--- src/rtl/corg_pkg.sv ---
// -----------------------------------------------------------------------------
// corg_pkg
// Shared constants and types for the register-file write-back path.
//   DATA_W / ADDR_W / CNT_W : default widths (16-bit word, 8 registers,
//                             8-bit contention counter)
//   REQ_ALU / REQ_LOAD      : requester indices (0 = ALU, 1 = load unit)
//   grant_state_e           : two-state "who was granted last" encoding
// -----------------------------------------------------------------------------
package corg_pkg;

  localparam int DATA_W = 16;
  localparam int ADDR_W = 3;
  localparam int CNT_W  = 8;

  localparam logic REQ_ALU  = 1'b0;
  localparam logic REQ_LOAD = 1'b1;

  // State value equals the index of the most recently granted requester.
  typedef enum logic {
    LAST0 = 1'b0,
    LAST1 = 1'b1
  } grant_state_e;

endpackage

--- src/rtl/rr_arb2.sv ---
// -----------------------------------------------------------------------------
// rr_arb2
// Combinational two-way grant for the write-back arbiter.
// Tie-break policy selected by macro REGFILE_ARB_RR_EN:
//   defined     : round-robin, a tie goes to the requester that is not
//                 last_grant_i
//   not defined : fixed priority, a tie always goes to requester 1 (load)
// Ports:
//   valid0_i, valid1_i : request valids
//   last_grant_i       : index of the most recently granted requester
//   stall_i            : hold, no grant while 1
//   grant0_o, grant1_o : one-hot (or zero) grant
// -----------------------------------------------------------------------------
module rr_arb2
  import corg_pkg::*;
(
  input  logic valid0_i,
  input  logic valid1_i,
  input  logic last_grant_i,
  input  logic stall_i,
  output logic grant0_o,
  output logic grant1_o
);

`ifndef REGFILE_ARB_RR_EN
  // Fixed priority never consults the history bit.
  logic unused_last_grant;
  assign unused_last_grant = last_grant_i;
`endif

  always_comb begin
    grant0_o = 1'b0;
    grant1_o = 1'b0;
    if (!stall_i) begin
      if (valid0_i && valid1_i) begin
`ifdef REGFILE_ARB_RR_EN
        if (last_grant_i == REQ_LOAD) begin
          grant0_o = 1'b1;
        end else begin
          grant1_o = 1'b1;
        end
`else
        grant1_o = 1'b1;
`endif
      end else begin
        grant0_o = valid0_i;
        grant1_o = valid1_i;
      end
    end
  end

endmodule

--- src/rtl/regfile_write_arbiter.sv ---
// -----------------------------------------------------------------------------
// regfile_write_arbiter
// Owns the single write port of register_file. Arbitrates between the ALU
// (requester 0) and the load unit (requester 1) over valid/ready, and drives
// the register-file write port from a registered output stage (one cycle
// latency). Also keeps a saturating count of contention cycles for debug.
// Tie-break policy: macro REGFILE_ARB_RR_EN (round-robin when defined,
// fixed priority to the load unit otherwise).
// Ports:
//   clk, rst (synchronous, active-low), stall (no grants while 1)
//   req0_valid/dest/data/ready : ALU request channel
//   req1_valid/dest/data/ready : load-unit request channel
//   write_enable/destination/data : register-file write port
//   last_grant     : index of the most recently granted requester
//   conflict_count : saturating count of cycles with both valid and no stall
// -----------------------------------------------------------------------------
module regfile_write_arbiter #(
  parameter int DATA_W = corg_pkg::DATA_W,
  parameter int ADDR_W = corg_pkg::ADDR_W,
  parameter int CNT_W  = corg_pkg::CNT_W
) (
  input  logic              clk,
  input  logic              rst,
  input  logic              stall,
  input  logic              req0_valid,
  input  logic [ADDR_W-1:0] req0_dest,
  input  logic [DATA_W-1:0] req0_data,
  output logic              req0_ready,
  input  logic              req1_valid,
  input  logic [ADDR_W-1:0] req1_dest,
  input  logic [DATA_W-1:0] req1_data,
  output logic              req1_ready,
  output logic              write_enable,
  output logic [ADDR_W-1:0] write_destination,
  output logic [DATA_W-1:0] write_data,
  output logic              last_grant,
  output logic [CNT_W-1:0]  conflict_count
);

  localparam logic [CNT_W-1:0] CNT_ONE = {{(CNT_W-1){1'b0}}, 1'b1};

  corg_pkg::grant_state_e state_q, state_d;
  logic                   we_q, we_d;
  logic [ADDR_W-1:0]      dest_q, dest_d;
  logic [DATA_W-1:0]      data_q, data_d;
  logic [CNT_W-1:0]       cnt_q, cnt_d;

  logic grant0, grant1;
  logic xfer0, xfer1;
  logic contention;

  rr_arb2 u_arb (
    .valid0_i     (req0_valid),
    .valid1_i     (req1_valid),
    .last_grant_i (last_grant),
    .stall_i      (stall),
    .grant0_o     (grant0),
    .grant1_o     (grant1)
  );

  assign req0_ready = grant0 && !stall;
  assign req1_ready = grant1 && !stall;
  assign xfer0      = req0_valid && req0_ready;
  assign xfer1      = req1_valid && req1_ready;
  assign contention = req0_valid && req1_valid && !stall;

  always_comb begin
    state_d = state_q;
    we_d    = 1'b0;
    dest_d  = dest_q;   // address/data hold when idle
    data_d  = data_q;
    if (xfer1) begin
      we_d    = 1'b1;
      dest_d  = req1_dest;
      data_d  = req1_data;
      state_d = corg_pkg::LAST1;
    end else if (xfer0) begin
      we_d    = 1'b1;
      dest_d  = req0_dest;
      data_d  = req0_data;
      state_d = corg_pkg::LAST0;
    end
  end

  always_comb begin
    cnt_d = cnt_q;
    if (contention && (cnt_q != {CNT_W{1'b1}})) begin
      cnt_d = cnt_q + CNT_ONE;
    end
  end

  always_ff @(posedge clk) begin
    if (!rst) begin
      state_q <= corg_pkg::LAST1;  // requester 0 wins the first tie
      we_q    <= 1'b0;
      dest_q  <= '0;
      data_q  <= '0;
      cnt_q   <= '0;
    end else begin
      state_q <= state_d;
      we_q    <= we_d;
      dest_q  <= dest_d;
      data_q  <= data_d;
      cnt_q   <= cnt_d;
    end
  end

  // A write sitting in the output stage while reset is asserted must not
  // reach the register file, so the enable is also qualified by rst.
  assign write_enable      = we_q && rst;
  assign write_destination = dest_q;
  assign write_data        = data_q;
  assign last_grant        = (state_q == corg_pkg::LAST1);
  assign conflict_count    = cnt_q;

endmodule

--- config.mk ---
export PLATFORM = sky130hd
export DESIGN_NAME = regfile_write_arbiter
export DESIGN_NICKNAME = d
export VERILOG_FILES = /design/src/rtl/corg_pkg.sv /design/src/rtl/rr_arb2.sv /design/src/rtl/regfile_write_arbiter.sv
export SDC_FILE = /design/constraint.sdc
export NUM_CORES = 1
export LEC_CHECK = 0
export ABC_AREA = 1
export CORE_AREA = 2 2 62 64
export DETAILED_ROUTE_END_ITERATION = 10
export DIE_AREA = 0 0 64 66
export PLACE_DENSITY_LB_ADDON = 0.25
export SYNTH_ARGS = -nofsm -noshare
export SYNTH_HDL_FRONTEND = slang
export SYNTH_SLANG_ARGS = --single-unit
--- constraint.sdc ---
create_clock -name clk -period 1.75 [get_ports clk]
set_clock_uncertainty 0.05 [all_clocks]
set_input_delay 0.175 -clock clk [delete_from_list [all_inputs] [get_ports clk]]
set_output_delay 0.175 -clock clk [all_outputs]
set_load 0.02 [all_outputs]
==> results.toml, run 1 <==
[outcome]
status = "completed"

[placed_design]
dpl.hpwl_microns = 2740
numPortBuffers = 73
dp.cells = 330
gp_congestion = 0.833
dp_worst_setup_slack_ps = -13.3
post_dp_cell_area_sq_um = 2210

[synthesis]
ys_ff_latch = 29
synth_area_leader_cell = "dfxtp_1"
yosys_warnings = 0
synth.avg_cell_area_sq_um = 6.78
ys_seq_area_share_pct = 41.0
yosys.cell_types.count = 21
syn_inst = 209
synth.area.top_cells = "dfxtp_1, nor2_1, nand2_1, a21oi_1, o21ai_0"
syn-cell-area_sq_um = 1420
async_reset_ff_share_pct = 0
synth.most_common_cell = "nor2_1"
syn-num-nets = 253
synth.top_cell.area_share_pct = 41.0
ys_top_cells_by_count = "nor2_1, nand2_1, dfxtp_1"
synth-edff-count = 0
ys.flop_type = "dfxtp_1"

[timing]
setup_viol = 0
finalCritPeriodShare_pct = 93.3
drv_slew = 0
fmax_ghz = 0.612
fin_hold_ws_ps = 415
rsz0062_at_grt = "no"
post-route-min-period_ps = 1630
worstMarginPinSlew_ps = 248
setup_slack_ps = 116
max_slew_margin_pct = 83.4
hold_viol = 0
setup_tns_ps = 0

[cts]
cts_tree = "built"
htree_levels = 2
clockBufferDepth = 2
insertion_delay_ps = 320
cts_made_buffers = 5
cts-root-buf = "clkbuf_4"
cts_sinks = 29
clkSlewWorstSetupHoldPaths_ps = 100
cts_hold_buf = 0
post_cts_buffers = 0

[final_layout]
final_area_sq_um = 2270
drive_above_1_share_pct = 10.0
antenna_cells = 0
fin_nets = 333
final_util_pct = 63.8
stdcell_count = 338
syn_to_final_growth_pct = 60.1

[grt]
grt_pass1_wl_microns = 6020
grt_max_degree = 24
track_usage_pct = 18.1
gr-total-overflow = 0
antenna_found_initial = 0
grt_pass1_vias = 1390

[die]
num_rows = 22
core-area_sq_um = 3550
die_area_sq_um = 4220
initial_core_util_pct = 39.9
die_w_microns = 64
die_h_microns = 66
io_pins = 74

[route]
drcViolationCount = 0
first_pass_iters = 4
vias = 1549
drt_iter0_drc = 83
routed_via_density = 4.58
drt_wl_total_microns = 3630
wl_per_cell_microns = 10.7
drtAntennaViolNets = 0

[setup_path]
worstSetupPathType = "register to output port"
critical_path_peak_fanout = 6
crit_chain = "clkdlybuf4s50_1"
cp_slowest_cell = "clkdlybuf4s50_1"
crit_required_ps = 1520
cpPeakStageDelay_ps = 640
critical_path_buf_inv_count = 1
cp-start-kind = "register"
worstPathArrival_ps = 1410
end_kind = "output port"
crit_family = "buffers and inverters"

[pwr]
fin_total_pwr_mw = 1.47
p_leak_nw = 0.929
vdd_drop_max_v = 0.000481
p_per_area_nw_per_um2 = 646

[flow_run]
maxCapViolCount = 0

[worst_hold_path]
min_path_type = "primary input to register"
-- layer usage --
layer | share of wire, % | global-route usage [%]
met5 | 0 | 0
met1 | 45 | 20.6
met3 | 5.9 | 6.47
met2 | 48 | 31.3
met4 | 1.2 | 6.52
-- placed cells by master, fill, tap and decap left out, types with 2 or more instances in the layout --
| cell type | count |
|---|---|
| o21ai_1 | 10 |
| inv_2 | 2 |
| inv_1 | 13 |
| nand2_1 | 40 |
| buf_4 | 9 |
| o21ai_0 | 12 |
| clkdlybuf4s50_1 | 71 |
| nor2_1 | 49 |
| clkbuf_4 | 5 |
| nor2_2 | 5 |
| a21oi_1 | 23 |
| nand3_1 | 7 |
| dfxtp_1 | 29 |
| nand2_2 | 3 |
| clkinv_2 | 2 |
-- where the power goes --
group / switching, mW / internal [mW]
sequential: 0.0191 / 0.696
clock: 0.232 / 0.153
combinational: 0.164 / 0.201
total: 0.416 / 1.05
-- worst paths after layout --
| kind | start | end | slack (ps) | cells past startpoint |
|---|---|---|---|---|
| max reg2reg | conflict_count[1] | conflict_count[0] | 320 | 7 |
| min reg2reg | write_data[2] | write_data[2] | 420 | 2 |
| max | conflict_count[2] | conflict_count[2] | 120 | 1 |
| min | req0_data[4] | write_data[4] | 410 | 3 |
-- area by class of cell --
cell class | instances | area, sq um
fillers | 332 | 1280
flip-flops and latches | 29 | 581
inverters | 15 | 56.3
clock inverters | 2 | 10.0
clock buffers | 6 | 41.3
well taps | 48 | 60.1
repair buffers | 83 | 820
multi-input cells | 155 | 699
-- flip-flops by register name (all words and copies together) (netlist names) --
register,flops
we_q,1
conflict_count,8
write_data,16
last_grant,1
write_destination,3
-- kinds of logic after synthesis --
logic type / Yosys count / synth area share [%]
and+or+nand+nor: 106 / 30.7
AOI/OAI and AO/OA: 47 / 17.1
DFF: 29 / 41.0
buffers and inverters: 25 / 9.63
xor gates and xnor gates: 1 / 0.618
adders and majority gates: 1 / 0.883
-- timing repair --
action | CTS | global route
hold endpoints to repair | 0 | 0
endpoints found under the setup margin | 1 | 1
gates resized for setup | 1 | 1
cloned | 0 | 0
Power figures use the tool's default switching activity.
==> run 2: changes to the inputs <==
--- a/config.mk
+++ b/config.mk
@@ -6,9 +6,9 @@
 export NUM_CORES = 1
 export LEC_CHECK = 0
 export ABC_AREA = 1
-export CORE_AREA = 2 2 62 64
+export CORE_AREA = 4 4 64 66
 export DETAILED_ROUTE_END_ITERATION = 10
-export DIE_AREA = 0 0 64 66
+export DIE_AREA = 0 0 68 70
 export PLACE_DENSITY_LB_ADDON = 0.25
 export SYNTH_ARGS = -nofsm -noshare
 export SYNTH_HDL_FRONTEND = slang
==> run 2 against run 1 <==
Compared with the run above:
- sequential power hardly changed
- clock power is 2% lower
- routed wire length is 1.9% higher
- setup slack better by 17 ps
- combinational power hardly changed
- register-to-register slack hardly changed
- final area is 0.17% higher
- utilization is 0.39 points lower
- critical endpoint unchanged
- largest power group unchanged
==> results.toml, run 2 (synthesis gave the netlist of run 1 again) <==
[timing]
worstMarginPinSlew_ps = 240
setup_tns_ps = 0
post-route-min-period_ps = 1620
max_slew_margin_pct = 84.0
finalCritPeriodShare_pct = 92.4
hold_viol = 0
drv_slew = 0
setup_slack_ps = 133
rsz0062_at_grt = "no"
fmax_ghz = 0.618
setup_viol = 0

[setup_path]
ff2ff_setup_slack_ps = 320
worstPathArrival_ps = 1390
crit_required_ps = 1520
worstSetupPathType = "register to output port"
cp_slowest_cell = "clkdlybuf4s50_1"
r2r-end = "conflict_count[2]"
critical_path_buf_inv_count = 1
cp-start-kind = "register"
critical_path_peak_fanout = 6
crit_chain = "clkdlybuf4s50_1"
end_kind = "output port"
reg2reg_from = "conflict_count[0]"
cpPeakStageDelay_ps = 640
crit_family = "buffers and inverters"
cp.depth = 1
reg2reg_depth = 7

[grt]
grt_max_degree = 24
grt_pass1_vias = 1395
antenna_found_initial = 0
track_usage_pct = 16.2
gr-total-overflow = 0
grt_pass1_wl_microns = 5920

[worst_hold_path]
hp-start = "write_data[15]"
min_path_type = "register to register"
whs_endpoint = "write_data[15]"
whs_path_depth = 2

[cts]
cts_hold_buf = 0
cts_sinks = 29
clockBufferDepth = 2
cts_made_buffers = 5
clkSlewWorstSetupHoldPaths_ps = 90
cts-root-buf = "clkbuf_4"
insertion_delay_ps = 320
cts_tree = "built"
htree_levels = 2
post_cts_buffers = 0

[final_layout]
final_common_cell = "clkdlybuf4s50_1"
layout_common_cells = "clkdlybuf4s50_1, nor2_1, nand2_1, dfxtp_1, a21oi_1"
fin_nets = 333
antenna_cells = 0
syn_to_final_growth_pct = 60.3
largest_register_ffs = 16
drive_above_1_share_pct = 10.0

[die]
num_rows = 22
die_h_microns = 70
die_area_sq_um = 4760
initial_core_util_pct = 39.6
die_w_microns = 68
io_pins = 74
core-area_sq_um = 3580

[route]
drt_iter0_drc = 41
drcViolationCount = 0
routed_via_density = 4.52
drtAntennaViolNets = 0
wl_per_cell_microns = 10.9
first_pass_iters = 4
drt_wl_total_microns = 3700
vias = 1528

[pwr]
p_per_area_nw_per_um2 = 642
p_leak_nw = 0.942
vdd_drop_max_v = 0.000426

[outcome]
status = "completed"

[placed_design]
dpl.hpwl_microns = 2850
dp_worst_setup_slack_ps = 34.6
numPortBuffers = 73
gp_congestion = 0.744

[flow_run]
maxCapViolCount = 0
==> run 2: routing by layer <==
metal,GRT usage [%],part of all wire [%]
met4,5.30,1.0
met1,17.4,41
met3,8.04,7.3
met5,0,0
met2,27.0,51
==> run 2: worst max-delay path by stage <==
stage                 startpoint                end  slack [ps]
6_report       conflict_count[2]  conflict_count[2]         130
3_5_place_dp               stall         req0_ready          30
2_1_floorplan  conflict_count[1]  conflict_count[2]         340
4_1_cts               req1_valid         req1_ready          30
5_1_grt        conflict_count[2]  conflict_count[2]          60
3_3_place_gp          req1_valid         req1_ready          50
==> run 2: worst reg2reg max path, stage by stage (launching register included) <==
cell	delay [ps]
dfxtp_1	420
ha_1	220
nand2_1	90
nor2_2	130
nand3_2	160
nand2_2	130
nand2_1	60
a21oi_1	110
==> run 2: power by group <==
| part | switching [mW] | total [mW] | internal, mW |
|---|---|---|---|
| Combinational | 0.166 | 0.367 | 0.201 |
| Sequential | 0.0179 | 0.714 | 0.696 |
| Clock | 0.225 | 0.378 | 0.153 |
| Total | 0.409 | 1.46 | 1.05 |
==> run 2: area by class of cell <==
cell class / instances / area [sq um]
tap: 48 / 60.1
multi-input combinational: 155 / 699
sequential: 29 / 581
clock buffer: 6 / 41.3
timing repair buffer: 83 / 823
clock inverter: 2 / 10.0
inverter: 15 / 56.3
fill: 345 / 1310
==> run 2: what timing repair did <==
item | 4_1_cts | 5_1_grt
endpoints found under the hold margin | 0 | 0
setup endpoints to repair | 0 | 2
gates resized for setup | 0 | 2
==> run 2: per-stage QoR <==
stage	instances	hold WS (ps)	instance area [sq um]	power (mW)	util, %
4_1_cts	338	408	2270	1.48	63.3
2_1_floorplan	209	201	1420	0.897	-
5_1_grt	338	398	2270	1.55	63.5
6_report	338	414	2270	1.46	63.5
3_3_place_gp	330	399	2210	1.10	61.9
3_5_place_dp	330	405	2210	1.10	61.9
